**config.mk**
```make
export PLATFORM = sky130hd
export DESIGN_NAME = rtc_bus_ctrl
export DESIGN_NICKNAME = d
export VERILOG_FILES = /design/src/rtl/rtc_bus_ctrl.sv
export SDC_FILE = /design/constraint.sdc
export NUM_CORES = 1
export LEC_CHECK = 0
export BUFFER_PORTS_ARGS = -buffer_cell sky130_fd_sc_hd__buf_2
export CORE_ASPECT_RATIO = 1.25
export CORE_UTILIZATION = 57
export CTS_BUF_LIST = sky130_fd_sc_hd__clkbuf_4
export CTS_CLUSTER_DIAMETER = 100
export CTS_CLUSTER_SIZE = 8
export DETAILED_ROUTE_END_ITERATION = 8
export HOLD_SLACK_MARGIN = 0.1
export PLACE_DENSITY_LB_ADDON = 0.08
export RECOVER_POWER = 100
export SLEW_MARGIN = 20
export SYNTH_ARGS = -nofsm -noshare
export SYNTH_HDL_FRONTEND = slang
export SYNTH_SLANG_ARGS = --single-unit
```
**constraint.sdc**
```tcl
create_clock -name clk -period 2.9 [get_ports clk]
set_input_delay 0.58 -clock clk [delete_from_list [all_inputs] [get_ports clk]]
set_output_delay 0.58 -clock clk [all_outputs]
set_load 0.005 [all_outputs]
```
**src/rtl/rtc_bus_ctrl.sv**
```systemverilog
// rtc_bus_ctrl: timed multiplexed address/data bus master for the external RTC register bank.
// Optional build macro RTC_BUS_VERIFY_EN: each write is followed by a read-back and sets verify_err.

module rtc_bus_ctrl #(
  parameter int unsigned T_PH  = 10,
  parameter int unsigned T_GAP = 4
) (
  input  logic       clk,
  input  logic       reset,
  input  logic       start,
  input  logic       rw,
  input  logic [7:0] addr,
  input  logic [7:0] wdata,
  output logic [7:0] rdata,
  output logic       busy,
  output logic       done,
  output logic [7:0] ad_out,
  output logic       ad_oe,
  input  logic [7:0] ad_in,
`ifdef RTC_BUS_VERIFY_EN
  output logic       verify_err,
`endif
  output logic       cs_n,
  output logic       ad_n,
  output logic       rd_n,
  output logic       wr_n
);

  localparam int unsigned DW    = 8;
  localparam int unsigned CNT_W = 16;
  localparam logic [CNT_W-1:0] PH_LAST  = CNT_W'(T_PH - 1);
  localparam logic [CNT_W-1:0] GAP_LAST = CNT_W'(T_GAP - 1);
`ifdef RTC_BUS_VERIFY_EN
  // Turnaround between write and read-back matches a FIN + IDLE pair
  localparam logic [CNT_W-1:0] TURN_LAST = CNT_W'(1);
`endif

  if (T_PH < 1 || T_GAP < 1 || T_PH > 65536 || T_GAP > 65536) begin : g_bad_timing
    $error("rtc_bus_ctrl: T_PH and T_GAP must be in 1..65536");
  end

  typedef enum logic [2:0] {
    IDLE   = 3'd0,
    A_LOW  = 3'd1,
    A_GAP  = 3'd2,
    D_LOW  = 3'd3,
    D_GAP  = 3'd4,
    V_TURN = 3'd5,
    FIN    = 3'd6
  } state_t;

  state_t           state, state_d;
  logic [CNT_W-1:0] cnt, cnt_d;
  logic             rw_q, rw_d;
  logic [DW-1:0]    addr_q, addr_d;
  logic [DW-1:0]    wdata_q, wdata_d;
  logic             rd_mode, rd_mode_d;
  logic [DW-1:0]    rdata_d, ad_out_d;
  logic             busy_d, done_d, ad_oe_d;
  logic             cs_n_d, ad_n_d, rd_n_d, wr_n_d;
`ifdef RTC_BUS_VERIFY_EN
  logic             vpass, vpass_d;
  logic             verify_err_d;
`endif

  // State, counter, captured request and registered bus outputs
  always_ff @(posedge clk or negedge reset) begin
    if (!reset) begin
      state   <= IDLE;
      cnt     <= '0;
      rw_q    <= 1'b0;
      addr_q  <= '0;
      wdata_q <= '0;
      rdata   <= '0;
      busy    <= 1'b0;
      done    <= 1'b0;
      ad_out  <= '0;
      ad_oe   <= 1'b0;
      cs_n    <= 1'b1;
      ad_n    <= 1'b1;
      rd_n    <= 1'b1;
      wr_n    <= 1'b1;
`ifdef RTC_BUS_VERIFY_EN
      vpass      <= 1'b0;
      verify_err <= 1'b0;
`endif
    end else begin
      state   <= state_d;
      cnt     <= cnt_d;
      rw_q    <= rw_d;
      addr_q  <= addr_d;
      wdata_q <= wdata_d;
      rdata   <= rdata_d;
      busy    <= busy_d;
      done    <= done_d;
      ad_out  <= ad_out_d;
      ad_oe   <= ad_oe_d;
      cs_n    <= cs_n_d;
      ad_n    <= ad_n_d;
      rd_n    <= rd_n_d;
      wr_n    <= wr_n_d;
`ifdef RTC_BUS_VERIFY_EN
      vpass      <= vpass_d;
      verify_err <= verify_err_d;
`endif
    end
  end

  // Next state plus next values of every registered output
  always_comb begin
    state_d  = state;
    rdata_d  = rdata;
    ad_out_d = ad_out;
    ad_oe_d  = 1'b0;
    cs_n_d   = 1'b1;
    ad_n_d   = 1'b1;
    rd_n_d   = 1'b1;
    wr_n_d   = 1'b1;

    case (state)
      IDLE:  if (start) state_d = A_LOW;
      A_LOW: if (cnt == PH_LAST) state_d = A_GAP;
      A_GAP: if (cnt == GAP_LAST) state_d = D_LOW;
      D_LOW: if (cnt == PH_LAST) state_d = D_GAP;
      D_GAP: begin
        if (cnt == GAP_LAST) begin
`ifdef RTC_BUS_VERIFY_EN
          state_d = (!rw_q && !vpass) ? V_TURN : FIN;
`else
          state_d = FIN;
`endif
        end
      end
`ifdef RTC_BUS_VERIFY_EN
      V_TURN: if (cnt == TURN_LAST) state_d = A_LOW;
`endif
      FIN:     state_d = IDLE;
      default: state_d = IDLE;
    endcase

    cnt_d = (state_d != state || state == IDLE) ? '0 : cnt + CNT_W'(1);

    rw_d    = (state == IDLE && start) ? rw    : rw_q;
    addr_d  = (state == IDLE && start) ? addr  : addr_q;
    wdata_d = (state == IDLE && start) ? wdata : wdata_q;

`ifdef RTC_BUS_VERIFY_EN
    vpass_d      = (state_d == V_TURN) ? 1'b1 : (state_d == IDLE) ? 1'b0 : vpass;
    rd_mode      = rw_q | vpass;
    rd_mode_d    = rw_d | vpass_d;
    verify_err_d = verify_err;
    if (state == D_GAP && state_d == FIN && vpass) verify_err_d = (rdata != wdata_q);
`else
    rd_mode   = rw_q;
    rd_mode_d = rw_d;
`endif

    if (state == D_LOW && cnt == PH_LAST && rd_mode) rdata_d = ad_in;

    case (state_d)
      A_LOW: begin
        cs_n_d   = 1'b0;
        ad_n_d   = 1'b0;
        wr_n_d   = 1'b0;
        ad_oe_d  = 1'b1;
        ad_out_d = addr_d;
      end
      A_GAP: begin
        ad_oe_d  = 1'b1;
        ad_out_d = addr_d;
      end
      D_LOW: begin
        cs_n_d = 1'b0;
        if (rd_mode_d) begin
          rd_n_d = 1'b0;
        end else begin
          wr_n_d   = 1'b0;
          ad_oe_d  = 1'b1;
          ad_out_d = wdata_d;
        end
      end
      default: ;
    endcase

    busy_d = (state_d != IDLE) && (state_d != FIN);
    done_d = (state_d == FIN);
  end

endmodule

```
==> out/metrics.cfg, run 1 <==
[outcome]
status = finished, final reports clean

[worst_setup_path]
timing.rr.start = cnt[11]$_DFF_PN0_
reg2reg_to = ad_out[1]$_DFFE_PN0P_
crit_slowest_cell = and4_1
reg2reg_depth = 5
slowest_delay_ns = 0.66
startpoint_type = flop
crit_family = simple AND/OR/NAND/NOR gates
worst-path-buf-inv = 0
critPathRequiredTime_ns = 3.19
r2r_setup_slack_ns = 0.41
cp-end-kind = flop
path_max_fanout = 15
critical_path_class = reg -> reg
cp_cell_sequence = nor4_1 > and4_1 > o22a_2 > o21ai_4 > a22o_2
cp.arrival_ns = 2.78

[power_and_ir_drop]
switchingPower_mw = 1.03
max-vdd-ir-drop_uv = 662
p_seq_share_pct = 42.9
swShare_pct = 33.7
p_clk_share_pct = 21.6
p_leak_nw = 1.46
p_per_area_nw_per_um2 = 978
p_int_mw = 2.03
combinationalPowerShare_pct = 35.5

[cts]
path_clk_slew_ns = 0.10
cts_tree = yes
worst_skew_pair.late_latency_ns = 0.40
ctsHtreeMaxLevel = 3
ctsResizeCount = 0
cts_buffers = 9
cts.sinks = 59
cts_setup_buffers = 0
clockBufferDepth = 2
clockRootBuffer = clkbuf_4

[yosys]
yosys_most_used_dff = dfrtp_1
synth.distinct_cells = 42
synthArstFlopShare_pct = 100
ys_seq_elements = 59
synth_area_um2 = 2740
synth_edf_count = 0
ys_seq_area_share_pct = 54.1
yosysWarnings = 0
syn_nets = 253
syn-instance-count = 223
synth_area_per_cell_um2 = 12.3

[global_route]
grt_max_degree = 26
grt_first_pass_wirelength_um = 8360
grt-ovfl-total = 0
antenna_found_initial = 0
grt_pass1_vias = 1803
track_usage_pct = 22.6

[layout]
antenna_cells = 0
area_growth_pct = 14.4
layout-drive-gt1-share_pct = 32.2
multi_input_area_um2 = 1120
nNetsFinal = 311
n_fill_cell = 357
seq_area_um2 = 1480

[detailed_routing]
ant_nets = 0
wl_um = 5170
post_drt_via_cell_ratio = 5.48
drc = 0
drtIter0Drc = 174
drtPass1Iterations = 4
num_vias = 1885
routedWlPerCell_um = 15.0

[floorplan]
dieHeight_um = 79.5
start_util_pct = 61.0
io_pins = 51
core_um2 = 4490
die_w_um = 64
core.rowCount = 27
fp.dieArea_um2 = 5090

[worst_hold_path]
holdPathEnd = rdata[2]$_DFFE_PN0P_
hp-start = ad_in[2]
min_path_type = in -> reg
hold_depth = 2

[sta]
rsz0062_at_grt = false
hold_violations = 0
finalSetupViolations = 0
fmax_mhz = 402
drv_slew = 0
setup-tns-final_ns = 0
min_period_ns = 2.49
finalHoldWorstSlack_ns = 0.401
fin_crit_sh_pct = 85.7
clock_skew_ns = 0.0160
slew_headroom_pct = 29.4
tightest_slew_ns = 1.06

[placed_design]
place.gp.congestion = 0.761
hpwl_um = 3660
io_buffers = 50

[job]
drv_cap = 0

==> worst max-delay path by stage <==
stage	endpoint	depth (start not counted)	slack, ns	startpoint
after floorplan	ad_out[0]$_DFFE_PN0P_	4	0.85	start
after global placement	ad_out[4]$_DFFE_PN0P_	7	0.62	cnt[1]$_DFF_PN0_
after detailed placement	ad_out[2]$_DFFE_PN0P_	5	0.58	cnt[11]$_DFF_PN0_
after CTS	ad_out[1]$_DFFE_PN0P_	7	0.52	cnt[1]$_DFF_PN0_
after global routing	cnt[3]$_DFF_PN0_	3	0.22	reset
final	ad_out[1]$_DFFE_PN0P_	5	0.41	cnt[11]$_DFF_PN0_
==> metal layers <==
| layer | wire length, um | global-route usage, % | up-vias | share of wire, % |
|---|---|---|---|---|
| met1 | 2290 | 28.7 | 893 | 44 |
| li1 | - | - | 925 | - |
| met2 | 2490 | 34.9 | 58 | 48 |
| met4 | 95 | 10.9 | 0 | 1.8 |
| met3 | 290 | 6.86 | 9 | 5.6 |
| met5 | 0 | 0 | - | 0 |
==> power by group through the flow <==
| stage | sequential, mW | clock [mW] | combinational (mW) |
|---|---|---|---|
| final | 1.31 | 0.662 | 1.09 |
| after global routing | 1.35 | 0.715 | 1.21 |
| after CTS | 1.32 | 0.675 | 1.13 |
| after detailed placement | 1.33 | 0 | 1.13 |
| after global placement | 1.33 | 0 | 1.11 |
| after floorplan | 1.30 | 0 | 0.842 |
==> sequential cells by signal, summed over array words and instances, names as in the netlist, 3 cells and up <==
| name | flops |
|---|---|
| ad_out | 8 |
| addr_q | 8 |
| cnt | 16 |
| rdata | 8 |
| state | 3 |
| wdata_q | 8 |
==> cell usage after synthesis, drive strengths merged, types with 4 or more instances <==
cell type	instances	share of area [%]
o21ai	11	2.4
and4	4	1.3
and3	6	1.4
dfrtp	55	50
xnor2	6	1.9
o221ai	8	2.6
buf	6	2.0
nand2	21	2.9
nand4	4	1.1
dfstp	4	3.8
xor2	8	2.6
inv	6	0.82
nand3	6	1.1
a22o	9	3.2
mux2	24	9.9
nor2	20	2.7
==> stage by stage <==
step / setup WS [ns] / cells / utilization [%] / power [mW] / instance area (um^2)
6_report: 0.414 / 344 / 69.8 / 3.06 / 3130
5_1_grt: 0.221 / 344 / 69.8 / 3.28 / 3130
4_1_cts: 0.524 / 344 / 70.9 / 3.13 / 3190
3_5_place_dp: 0.575 / 327 / 67.1 / 2.46 / 3020
3_3_place_gp: 0.625 / 327 / 67.1 / 2.44 / 3020
2_1_floorplan: 0.849 / 223 / - / 2.14 / 2740
==> final cells by class <==
cell class / count / share of cell area [%]
Sequential cell: 59 / 47.3
Multi-Input combinational cell: 150 / 35.9
Timing Repair Buffer: 55 / 8.70
Clock buffer: 11 / 2.63
Inverter: 6 / 0.719
Tap cell: 58 / 2.32
Clock inverter: 5 / 2.48
==> cells in the final DEF (no fill, tap or decap), types with 8 or more instances in the layout <==
| master | n |
|---|---|
| a22o_2 | 8 |
| buf_2 | 41 |
| clkbuf_1 | 10 |
| clkbuf_4 | 11 |
| dfrtp_1 | 55 |
| mux2_1 | 11 |
| mux2_2 | 13 |
| nand2_1 | 21 |
| nor2_1 | 20 |
| o21ai_0 | 10 |
| o221ai_1 | 8 |
| xor2_1 | 8 |
==> cells by family (layout without fill, tap and decap cells) <==
group	count (synthesis)	after routing	synth area share, %
flops	59	59	54.1
compound gates	36	36	11.2
xor+xnor	14	14	4.48
mux	26	26	10.7
simple gates	72	72	14.9
buf+inv	14	77	3.61
fa+ha+maj	2	2	0.914
==> timing repair <==
item,CTS,global route
setup endpoints to repair,0,0
endpoints found under the hold margin,11,0
hold buffers,1,0
Note: power is estimated with default switching activity, not from simulation.
==> inputs of run 2 (changes only) <==
BUFFER_PORTS_ARGS = unset   (was -buffer_cell sky130_fd_sc_hd__buf_2)
CORE_UTILIZATION = 62   (was 57)
CTS_BUF_LIST = unset   (was sky130_fd_sc_hd__clkbuf_4)
DONT_BUFFER_PORTS = 1   (was unset)
==> out/metrics.cfg, run 2 (synthesized netlist as in run 1, its figures left out) <==
[power_and_ir_drop]
p_per_area_nw_per_um2 = 1050  ; +7.3%
max-vdd-ir-drop_uv = 589  ; -11%
p_leak_nw = 1.31  ; -10%

[cts]
cts_hold_buf = 1  ; unchanged
clockRootBuffer = clkbuf_8
path_clk_slew_ns = 0.06  ; -0.04 ns
cts_tree = yes
ctsHtreeMaxLevel = 3  ; unchanged
cts.sinks = 59  ; unchanged
clockBufferDepth = 2  ; unchanged
cts_setup_buffers = 0  ; unchanged
cts_buffers = 9  ; unchanged
worst_skew_pair.late_latency_ns = 0.33  ; -0.07 ns
ctsResizeCount = 0  ; unchanged

[detailed_routing]
routedWlPerCell_um = 17.9  ; +19%
ant_nets = 0  ; unchanged
drc = 0  ; unchanged
num_vias = 1743  ; -7.5%
drtIter0Drc = 114  ; -34%
post_drt_via_cell_ratio = 6.03  ; +10%
drtPass1Iterations = 4  ; unchanged
wl_um = 5160  ; about the same

[floorplan]
die_w_um = 61.4  ; -4.0%
fp.dieArea_um2 = 4690  ; -7.8%
core.rowCount = 26  ; -3.7%
dieHeight_um = 76.3  ; -4.0%
io_pins = 51  ; unchanged
core_um2 = 4160  ; -7.3%
start_util_pct = 65.8  ; +4.8 points

[global_route]
grt_max_degree = 60  ; +130%
grt-ovfl-total = 0  ; unchanged
grt_pass1_vias = 1750  ; -2.9%
antenna_found_initial = 0  ; unchanged
track_usage_pct = 25.3  ; +2.7 points
grt_first_pass_wirelength_um = 8550  ; +2.3%

[layout]
layout-drive-gt1-share_pct = 20.6  ; -12 points
nNetsFinal = 259  ; -17%
area_growth_pct = 7.58
largest_reg_flops = 16  ; unchanged
final_common_cell = dfrtp_1
layout_common_cells = 55 x dfrtp_1, 21 x nand2_1, 20 x nor2_1
antenna_cells = 0  ; unchanged
largest_register = cnt

[sta]
fin_ws_ns = 0.341  ; -0.0733 ns
fmax_mhz = 391  ; -2.9%
finalHoldWorstSlack_ns = 0.399  ; -0.00197 ns
clock_skew_ns = 0.00618  ; -0.00980 ns
setup-tns-final_ns = 0  ; unchanged
rsz0062_at_grt = false
slew_headroom_pct = 8.88  ; -21 points
hold_violations = 0  ; unchanged
drv_slew = 0  ; unchanged
min_period_ns = 2.56  ; +0.0733 ns
tightest_slew_ns = 1.37  ; +0.308 ns
fin_crit_sh_pct = 88.2  ; +2.5 points
finalSetupViolations = 0  ; unchanged

[worst_hold_path]
min_path_type = in -> reg

[worst_setup_path]
cp-end-kind = flop
cp.arrival_ns = 2.76  ; -0.02 ns
path_max_fanout = 16  ; +1
critPathRequiredTime_ns = 3.10  ; -0.09 ns
startpoint_type = flop
critical_path_class = reg -> reg

[placed_design]
place.gp.congestion = 0.827  ; +8.7%
dp_slack_ns = 0.514  ; -0.0608 ns
hpwl_um = 3690  ; +0.76%
io_buffers = 0  ; -100%

[job]
drv_cap = 0  ; unchanged

[outcome]
status = finished, final reports clean

run 2: cell types whose count changed in the layout (fill, tap and decap cells not counted), moves of 3 or more:
| cell | change |
|---|---|
| clkbuf_1 | -10 |
| buf_2 | -41 |
| clkbuf_4 | -11 |
| mux2_1 | +3 |
| clkbuf_8 | +10 |
| mux2_2 | -3 |
run 2: path summary, 6_finish.rpt:
kind                                          start                   end  slack, ns  cells after the start
max in group asynchronous                     reset  wdata_q[3]$_DFF_PN0_       1.52                      1
worst min register to register  addr_q[2]$_DFF_PN0_   addr_q[2]$_DFF_PN0_       0.49                      1
worst min-delay path                       ad_in[5]  rdata[5]$_DFFE_PN0P_       0.40                      1
min in group asynchronous                     reset   addr_q[5]$_DFF_PN0_       0.56                      1
worst max register to register    cnt[10]$_DFF_PN0_     cnt[10]$_DFF_PN0_       0.34                      6
worst max-delay path              cnt[10]$_DFF_PN0_     cnt[10]$_DFF_PN0_       0.34                      6
run 2: through the flow:
step	instances	util, %	power [mW]	instance area [um^2]
finish	289	70.8	3.09	2950
global route	289	70.8	3.28	2950
CTS	289	71.8	3.16	2990
detailed placement	273	66.0	2.32	2750
global placement	273	66.0	2.27	2750
floorplan	223	-	2.14	2740
run 2: cell type report:
cell class / count / area (um^2)
well taps: 56 / 70.1
clock buffers: 10 / 138
flip-flops and latches: 59 / 1480
clock inverters: 5 / 77.6
fillers: 314 / 1220
inverters: 6 / 22.5
multi-input cells: 150 / 1140
repair buffers: 3 / 17.5
run 2: power by group:
group	total [mW]	internal [mW]	switching (mW)	leakage, nW
combinational	0.920	0.424	0.495	0.473
clock	0.801	0.499	0.302	0.108
sequential	1.37	1.15	0.221	0.727
total	3.09	2.07	1.02	1.31
run 2: worst max-delay path, stage by stage (launching register included):
cell and delay [ns]:
dfrtp_1 0.42, nor4_1 0.63, and4_1 0.65, o22ai_1 0.17
a21boi_2 0.15, clkbuf_2 0.30, nor2_1 0.11
run 2: metal layers:
layer	GRT usage (%)	vias up	share of wire (%)
met3	9.68	11	5.6
li1	-	814	-
met4	10.0	0	2.3
met1	31.3	858	41
met5	0	-	0
met2	39.1	60	51
==> inputs of run 3 (changes only) <==
ABC_AREA = 1   (was unset)
CORE_UTILIZATION = 63   (was 62)
==> out/metrics.cfg, run 3 <==
[outcome]
status = finished, final reports clean

[detailed_routing]
post_drt_via_cell_ratio = 5.27  ; -13%
ant_nets = 0  ; unchanged
drtIter0Drc = 99  ; -13%
wl_um = 5200  ; +0.72%
num_vias = 1956  ; +12%
drc = 0  ; unchanged
drtPass1Iterations = 4  ; unchanged
routedWlPerCell_um = 14.0  ; -22%

[global_route]
grt-ovfl-total = 0  ; unchanged
grt_first_pass_wirelength_um = 8910  ; +4.2%
grt_pass1_vias = 1982  ; +13%
track_usage_pct = 24.3  ; -0.98 points
antenna_found_initial = 0  ; unchanged
grt_max_degree = 60  ; unchanged

[power_and_ir_drop]
switchingPower_mw = 0.980  ; -3.8%
p_clk_share_pct = 27.2  ; +1.3 points
swShare_pct = 35.0  ; +2.1 points
p_seq_share_pct = 43.2  ; -1.1 points
p_total_mw = 2.80  ; -9.5%
p_int_mw = 1.82  ; -12%
p_per_area_nw_per_um2 = 914  ; -13%
max-vdd-ir-drop_uv = 637  ; +8.2%
combinationalPowerShare_pct = 29.6  ; -0.2 points
p_leak_nw = 1.41  ; +8.2%

[yosys]
synth_area_per_cell_um2 = 9.49  ; -23%
synth.distinct_cells = 27  ; -36%
synth_common_cells = 83 x nand2_1, 55 x dfrtp_1, 31 x nor2_1
yosysMostFrequentCell = nand2_1
syn-instance-count = 301  ; +35%
yosysTopAreaCell = dfrtp_1
ys_seq_area_share_pct = 51.8  ; -2.2 points
synth_edf_count = 0  ; unchanged
synthArstFlopShare_pct = 100  ; unchanged
ys_seq_elements = 59  ; unchanged
netlist.area_leader.share_pct = 48.2  ; -2.1 points
yosysWarnings = 0  ; unchanged
synth_area_um2 = 2860  ; +4.3%
yosys_most_used_dff = dfrtp_1
synth.area.top_cells = dfrtp_1 48%, nand2_1 11%, mux2_2 9.5%, nor2_1 4.1%, dfstp_2 3.7%
syn_nets = 331  ; +31%

[floorplan]
core.rowCount = 27  ; +3.8%
core_um2 = 4390  ; +5.5%
start_util_pct = 65.1  ; -0.70 points
fp.dieArea_um2 = 4810  ; +2.6%
die_w_um = 62.2  ; +1.3%
io_pins = 51  ; unchanged
dieHeight_um = 77.3  ; +1.3%

[sta]
slew_headroom_pct = 6.26  ; -2.6 points
setup-tns-final_ns = 0  ; unchanged
clock_skew_ns = 0.00563  ; -0.000546 ns
hold_violations = 0  ; unchanged
tightest_slew_ns = 1.41  ; +0.0392 ns
drv_slew = 0  ; unchanged
fmax_mhz = 458  ; +17%
rsz0062_at_grt = false
min_period_ns = 2.18  ; -0.377 ns
fin_crit_sh_pct = 75.2  ; -13 points
finalSetupViolations = 0  ; unchanged

[worst_setup_path]
startpoint_type = flop
cp.arrival_ns = 2.45  ; -0.31 ns
critPathRequiredTime_ns = 3.17  ; +0.07 ns
path_max_fanout = 11  ; -5
cp-end-kind = flop
critical_path_class = reg -> reg

[cts]
clockRootBuffer = clkbuf_8
cts_tree = yes
cts.sinks = 59  ; unchanged
ctsResizeCount = 0  ; unchanged
ctsHtreeMaxLevel = 3  ; unchanged
worst_skew_pair.late_latency_ns = 0.33  ; about the same
cts_buffers = 9  ; unchanged
clockBufferDepth = 2  ; unchanged
path_clk_slew_ns = 0.07  ; about the same

[placed_design]
place.gp.congestion = 0.802  ; -3.0%
io_buffers = 0  ; unchanged
hpwl_um = 3680  ; -0.13%
place_area_um2 = 2890  ; +5.1%

[job]
drv_cap = 0  ; unchanged

[layout]
n_fill_cell = 366  ; +17%
antenna_cells = 0  ; unchanged
seq_area_um2 = 1480  ; unchanged
area_growth_pct = 7.01
layout-drive-gt1-share_pct = 17.3  ; -3.3 points
final_common_cell = nand2_1
final_area_um2 = 3060  ; +3.8%
nNetsFinal = 338  ; +31%
layout_common_cells = 85 x nand2_1, 55 x dfrtp_1, 39 x nor2_1
multi_input_area_um2 = 1210  ; +6.4%
largest_reg_flops = 16  ; unchanged
largest_register = cnt

[worst_hold_path]
min_path_type = in -> reg

run 3: area by class of cell:
type                       instances  share of cell area (%)
multi-input combinational        215                    39.6
clock inverter                     4                    1.60
timing repair buffer               1                   0.164
sequential                        59                    48.4
tap                               58                    2.37
inverter                          22                    2.70
clock buffer                      12                    5.07
run 3: kinds of logic after synthesis:
group	Yosys count	synth area share, %
adders and majority gates	2	0.876
DFF	59	51.8
muxes	24	9.46
buffers and inverters	27	4.42
AOI/OAI and AO/OA	10	2.01
xor gates and xnor gates	8	2.45
and+or+nand+nor	171	28.9
run 3: worst max-delay path, cell delays in order (launching register included):
cell and delay (ns):
dfrtp_1 0.46, nor2_1 0.13, nand2_1 0.06, nor2_1 0.23, nand2_1 0.08, nand2_1 0.06
nand2_1 0.06, nand2_2 0.12, inv_1 0.06, nand2_1 0.29, nand3_1 0.25, nand2_4 0.18
nand2_1 0.06, nand2_1 0.07
run 3: timing repair:
item | CTS | global route
buffers inserted | 0 | 0
hold buffers | 1 | 0
endpoints found under the hold margin | 59 | 0
run 3: final timing paths:
kind                                       from                     to  slack, ns  depth (start not counted)
min in group asynchronous                 reset      cnt[12]$_DFF_PN0_       0.57                          1
min reg2reg                wdata_q[7]$_DFF_PN0_   wdata_q[7]$_DFF_PN0_       0.49                          1
max                           cnt[12]$_DFF_PN0_  ad_out[2]$_DFFE_PN0P_       0.72                         13
max in group asynchronous                 reset   rdata[1]$_DFFE_PN0P_       1.48                          1
max reg2reg                   cnt[12]$_DFF_PN0_  ad_out[2]$_DFFE_PN0P_       0.72                         13
min                                    ad_in[5]   rdata[5]$_DFFE_PN0P_       0.40                          1
run 3: power groups by stage:
stage	registers [mW]	clock network, mW	logic (mW)
finish	1.21	0.760	0.828
global route	1.24	0.799	0.960
global placement	1.22	0	0.849
detailed placement	1.22	0	0.878
floorplan	1.19	0	0.768
CTS	1.21	0.769	0.901
run 3: layer usage:
layer  vias to the layer above  GRT usage, %  routed length (um)
met3                         9          4.91                 200
met4                         0          11.9                  74
met5                         -             0                   0
met2                        39          39.0                2600
li1                        976             -                   -
met1                       932          31.5                2330
run 3: per-stage QoR:
step	setup slack (ns)	hold WS, ns	cells	utilization (%)
final	0.718	0.399	371	69.6
after global routing	0.382	0.391	371	69.6
after floorplan	1.20	0.284	301	-
after global placement	0.928	0.286	354	65.7
after CTS	0.867	0.117	371	71.0
after detailed placement	0.885	0.286	354	65.7
